### src/rtl/systolic_feeder.sv
// Streams four pre-skewed A rows and four B columns, one byte per cycle, into the edges of an
// NxN systolic MAC array, and sequences clear, feed, drain and the result handshake.
module systolic_feeder #(
    parameter int DATA_W       = 8,
    parameter int N            = 4,
    parameter int DRAIN_CYCLES = N
) (
    input  logic                        clk,
    input  logic                        reset,
    input  logic                        start,
    input  logic                        flush,
    input  logic [(2*N-1)*DATA_W-1:0]   a_row0,
    input  logic [(2*N-1)*DATA_W-1:0]   a_row1,
    input  logic [(2*N-1)*DATA_W-1:0]   a_row2,
    input  logic [(2*N-1)*DATA_W-1:0]   a_row3,
    input  logic [(2*N-1)*DATA_W-1:0]   b_col0,
    input  logic [(2*N-1)*DATA_W-1:0]   b_col1,
    input  logic [(2*N-1)*DATA_W-1:0]   b_col2,
    input  logic [(2*N-1)*DATA_W-1:0]   b_col3,
    input  logic                        result_ack,
    output logic [N*DATA_W-1:0]         a_feed,
    output logic [N*DATA_W-1:0]         b_feed,
    output logic                        feed_valid,
    output logic                        pe_clear,
    output logic                        mac_en,
    output logic                        busy,
    output logic                        done,
    output logic [2:0]                  state_dbg
);

    localparam int SKEW_LEN = 2*N - 1;
    localparam int VEC_W    = SKEW_LEN * DATA_W;
    localparam int CNT_MAX  = ((SKEW_LEN > DRAIN_CYCLES) ? SKEW_LEN : DRAIN_CYCLES) - 1;
    localparam int CNT_W    = (CNT_MAX > 0) ? $clog2(CNT_MAX + 1) : 1;

    localparam logic [CNT_W-1:0] LAST_FEED  = CNT_W'(SKEW_LEN - 1);
    localparam logic [CNT_W-1:0] LAST_DRAIN = CNT_W'(DRAIN_CYCLES - 1);

    typedef enum logic [2:0] {
        IDLE  = 3'd0,
        CLEAR = 3'd1,
        FEED  = 3'd2,
        DRAIN = 3'd3,
        DONE  = 3'd4
    } state_t;

    state_t             state, state_n;
    logic [CNT_W-1:0]   cnt, cnt_n;
    logic               load, shift, clr;
    logic [VEC_W-1:0]   a_sr [N];
    logic [VEC_W-1:0]   b_sr [N];

    assign state_dbg = state;

    always_ff @(posedge clk or negedge reset) begin
        if (!reset) begin
            state <= IDLE;
            cnt   <= '0;
        end else begin
            state <= state_n;
            cnt   <= cnt_n;
        end
    end

    // Result handshake: done is the valid, result_ack the ready; the result is taken on the
    // first cycle both are high, and done is held until then.
    always_comb begin
        state_n    = state;
        cnt_n      = cnt;
        load       = 1'b0;
        shift      = 1'b0;
        clr        = 1'b0;
        feed_valid = 1'b0;
        pe_clear   = 1'b0;
        mac_en     = 1'b0;
        busy       = 1'b0;
        done       = 1'b0;
        a_feed     = '0;
        b_feed     = '0;

        case (state)
            IDLE: begin
                if (start) begin
                    state_n = CLEAR;
                    load    = 1'b1;
                end
            end
            CLEAR: begin
                pe_clear = 1'b1;
                busy     = 1'b1;
                state_n  = FEED;
                cnt_n    = '0;
            end
            FEED: begin
                feed_valid = 1'b1;
                mac_en     = 1'b1;
                busy       = 1'b1;
                shift      = 1'b1;
                for (int i = 0; i < N; i++) begin
                    a_feed[i*DATA_W +: DATA_W] = a_sr[i][VEC_W-1 -: DATA_W];
                    b_feed[i*DATA_W +: DATA_W] = b_sr[i][VEC_W-1 -: DATA_W];
                end
                if (cnt == LAST_FEED) begin
                    state_n = DRAIN;
                    cnt_n   = '0;
                end else begin
                    cnt_n = cnt + CNT_W'(1);
                end
            end
            DRAIN: begin
                mac_en = 1'b1;
                busy   = 1'b1;
                if (cnt == LAST_DRAIN) begin
                    state_n = DONE;
                    cnt_n   = '0;
                end else begin
                    cnt_n = cnt + CNT_W'(1);
                end
            end
            DONE: begin
                done = 1'b1;
                busy = 1'b1;
                // A start arriving together with the ack is deliberately dropped.
                if (result_ack) state_n = IDLE;
            end
            default: state_n = IDLE;
        endcase

        // Abort overrides every transition; outputs of this cycle are left as decoded.
        if (flush) begin
            state_n = IDLE;
            cnt_n   = '0;
            clr     = 1'b1;
            load    = 1'b0;
            shift   = 1'b0;
        end
    end

    // Skew is already in the vectors, so every lane just shifts out MSB-first.
    always_ff @(posedge clk or negedge reset) begin
        if (!reset) begin
            for (int i = 0; i < N; i++) begin
                a_sr[i] <= '0;
                b_sr[i] <= '0;
            end
        end else if (clr) begin
            for (int i = 0; i < N; i++) begin
                a_sr[i] <= '0;
                b_sr[i] <= '0;
            end
        end else if (load) begin
            a_sr[0] <= a_row0;
            a_sr[1] <= a_row1;
            a_sr[2] <= a_row2;
            a_sr[3] <= a_row3;
            b_sr[0] <= b_col0;
            b_sr[1] <= b_col1;
            b_sr[2] <= b_col2;
            b_sr[3] <= b_col3;
        end else if (shift) begin
            for (int i = 0; i < N; i++) begin
                a_sr[i] <= a_sr[i] << DATA_W;
                b_sr[i] <= b_sr[i] << DATA_W;
            end
        end
    end

endmodule

### config.mk
export PLATFORM = sky130hd
export DESIGN_NAME = systolic_feeder
export DESIGN_NICKNAME = d
export VERILOG_FILES = /design/src/rtl/systolic_feeder.sv
export SDC_FILE = /design/constraint.sdc
export NUM_CORES = 1
export LEC_CHECK = 0
export BUFFER_PORTS_ARGS = -buffer_cell sky130_fd_sc_hd__clkbuf_2
export CAP_MARGIN = 20
export CORE_ASPECT_RATIO = 2
export CORE_MARGIN = 2
export CORE_UTILIZATION = 30
export CTS_BUF_LIST = sky130_fd_sc_hd__clkbuf_4 sky130_fd_sc_hd__clkbuf_8 sky130_fd_sc_hd__clkbuf_16
export DETAILED_ROUTE_END_ITERATION = 8
export PLACE_DENSITY_LB_ADDON = 0.05
export SETUP_SLACK_MARGIN = 0.5
export SYNTH_ARGS = -nofsm -noshare
export SYNTH_HDL_FRONTEND = slang
export SYNTH_SLANG_ARGS = --single-unit
### constraint.sdc
create_clock -name clk -period 1.8 [get_ports clk]
set_input_delay 0.09 -clock clk [delete_from_list [all_inputs] [get_ports clk]]
set_output_delay 0.09 -clock clk [all_outputs]
set_load 0.005 [all_outputs]
==> results_dict.tcl <==
set metrics [dict create \
    grt_max_degree 65 \
    dpl.hpwl_um 51500 \
    power_leakage_uw 0.0173 \
    cp.required_ns 1.71 \
    antenna_left 0 \
    grt_setup_unrepaired "yes" \
    critical_path.startpoint "state_dbg[1]" \
    die_y_um 376 \
    track_usage_pct 23.1 \
    slew_viol_final 0 \
    relSlewSlack_pct 71.6 \
    min_period_ns 2.16 \
    crit_path_end_kind "output pin" \
    yosysUniqueCellTypes 33 \
    first_pass_iters 4 \
    grt_pass1_vias 19700 \
    post-route-util_pct 52.4 \
    final_common_cell "clkbuf_2" \
    final_hold_viol_count 0 \
    min_period_over_period_pct 120 \
    fin_skew_ns 0.0221 \
    clock_sinks 454 \
    htree_levels 2 \
    syn2layout_area_growth_pct 73.0 \
    drv_cap 0 \
    grt-ovfl-total 0 \
    syn_avg_cell_area_um2 13.5 \
    dieArea_um2 71500 \
    r2r-start "state_dbg[1]" \
    drc 0 \
    via_count 18000 \
    setup_slack_ns -0.360 \
    hold_class "input port to async pin" \
    violations "setup timing" \
    initial_core_util_pct 30.3 \
    fmax_ghz 0.463 \
    critical_path.startpoint_type "flop" \
    layout.nets 3123 \
    root_buffer "clkbuf_16" \
    numPortBuffers 524 \
    cts_buffers 46 \
    ys_warn_count 0 \
    grt_first_pass_wirelength_um 125000 \
    fin_tns_setup_ns -117.72 \
    power_density_nw_per_um2 836 \
    setup_viol_count_final 518 \
    ys_seq_area_share_pct 54.7 \
    arrival_ns 2.07 \
    fillers 5909 \
    worst_slew_pin_slew_ns 0.425 \
    std_cell_rows 136 \
    cts_tree "built" \
    drt-total-wl_um 87300 \
    synthCells 1542 \
    final_cell_mix "482 x clkbuf_2, 454 x dfrtp_1, 451 x dlygate4sd3_1" \
    status "complete, but fails checks" \
    cts_buffer_depth 3 \
    preCtsSetupSlack_ns -0.00959 \
    synth_nets 1999 \
    gp_congestion 0.810 \
    core_area_um2 68600 \
    grt_antenna_before_repair 9 \
    clk_pin_slew_ns 0.07 \
    viasPerCell 4.98 \
    drive_above_1_share_pct 39.5 \
    synth_area_um2 20800 \
    wl_per_cell_um 24.2 \
    dr.first_iter.drc_count 688 \
    critical_path_class "flop to output pin" \
    path_max_fanout 13 \
    ys_ff_latch 454 \
    die_x_um 190 \
    clk_latency_ns 0.59 \
    vdd_drop_max_mv 0.685 \
    io_pins 525 \
]
==> through the flow <==
stage / hold slack, ns / cells / instance area [um^2] / total power (uW)
final: 0.0189 / 3606 / 35900 / 30100
after global routing: 0.0213 / 3603 / 35900 / 31300
after CTS: -0.0234 / 3543 / 33400 / 29000
after detailed placement: 0.00191 / 2935 / 25000 / 16500
after global placement: -0.00414 / 2935 / 25000 / 16400
after floorplan: -0.206 / 1542 / 20900 / 14400
==> final cells by class <==
cell class | instances | area (um^2) | area share [%]
Antenna cell | 7 | 17.5 | 0.0487
Clock buffer | 69 | 1410 | 3.92
Clock inverter | 15 | 130 | 0.362
Inverter | 4 | 15.0 | 0.0418
Multi-Input combinational cell | 932 | 9960 | 27.7
Sequential cell | 454 | 11400 | 31.6
Tap cell | 897 | 1120 | 3.12
Timing Repair Buffer | 1228 | 11900 | 33.2
==> state kept, by name, indices dropped and copies added (netlist names) <==
signal	count
cnt	3
b_sr	224
a_sr	224
state_dbg	3
==> kinds of logic (layout without fill, tap and decap cells) <==
| logic type | count (synthesis) | count (layout) | share of synthesized area (%) |
|---|---|---|---|
| compound gates | 456 | 456 | 19.1 |
| xor+xnor | 1 | 1 | 0.0422 |
| fa+ha+maj | 4 | 4 | 0.241 |
| buf+inv | 156 | 1316 | 4.77 |
| flops | 454 | 454 | 54.7 |
| mux | 385 | 385 | 18.5 |
| other cells | 0 | 7 | 0 |
| simple gates | 86 | 86 | 2.59 |
==> synth_stat cells (all sizes together) <==
| master | number | share of area, % |
|---|---|---|
| xnor2 | 1 | 0.042 |
| o2bb2ai | 384 | 16 |
| ha | 4 | 0.24 |
| buf | 126 | 4.2 |
| inv | 4 | 0.072 |
| nand4 | 1 | 0.030 |
| dfrtp | 454 | 55 |
| mux2i | 385 | 19 |
| o31a | 1 | 0.042 |
| or3b | 1 | 0.042 |
| nand3b | 2 | 0.072 |
| nand3 | 3 | 0.072 |
| nor2 | 2 | 0.036 |
| and3 | 1 | 0.030 |
| clkbuf | 26 | 0.47 |
| nand2 | 4 | 0.072 |
| and2 | 66 | 2.0 |
| nor2b | 1 | 0.030 |
| or4 | 1 | 0.036 |
| o41ai | 1 | 0.042 |
| and2b | 1 | 0.036 |
| nor3 | 1 | 0.078 |
| o21ai | 1 | 0.024 |
| a22o | 64 | 2.7 |
| nor4 | 1 | 0.030 |
| o21bai | 1 | 0.036 |
| a211oi | 1 | 0.036 |
| a21oi | 3 | 0.072 |
| nor3b | 1 | 0.036 |
==> worst max-delay path, stage by stage (launching register included) <==
cell and delay (ns):
dfrtp_1 0.39, buf_6 0.12, and2b_2 0.19, nor2b_4 0.13, buf_12 0.15, buf_16 0.19
and2_1 0.16, clkbuf_2 0.12
==> where the power goes <==
part / switching (uW) / internal (uW)
sequential: 588 / 11000
clock: 4440 / 5580
combinational: 3760 / 4700
total: 8780 / 21300
==> path summary, 6_finish.rpt <==
check | end | slack [ns] | depth (start not counted)
setup / recovery | a_feed[14] | -0.36 | 7
hold / removal | b_sr[147] | 0.02 | 2
setup reg to reg | a_sr[9] | -0.31 | 9
hold reg to reg | b_sr[158] | 0.49 | 1
max in group asynchronous | a_sr[61] | 0.95 | 4
min in group clk | a_sr[118] | 0.16 | 4
==> timing repair <==
action                     4_1_cts  5_1_grt
buffers inserted                24       21
pin swaps                       54       74
hold buffers                   451        0
setup endpoints to repair      525      526
hold endpoints to repair       908        0
gates resized for setup        178      298
gates cloned                    49       35
==> routing by layer <==
layer | vias up | wire length, um | track usage (%) | share of wire, %
met5 | - | 54 | 0 | 0.062
met4 | 8 | 2270 | 6.20 | 2.6
met3 | 113 | 4700 | 3.91 | 5.4
met2 | 583 | 45100 | 41.1 | 52
met1 | 9039 | 35200 | 28.5 | 40
li1 | 8232 | - | - | -
Power figures use the tool's default switching activity.
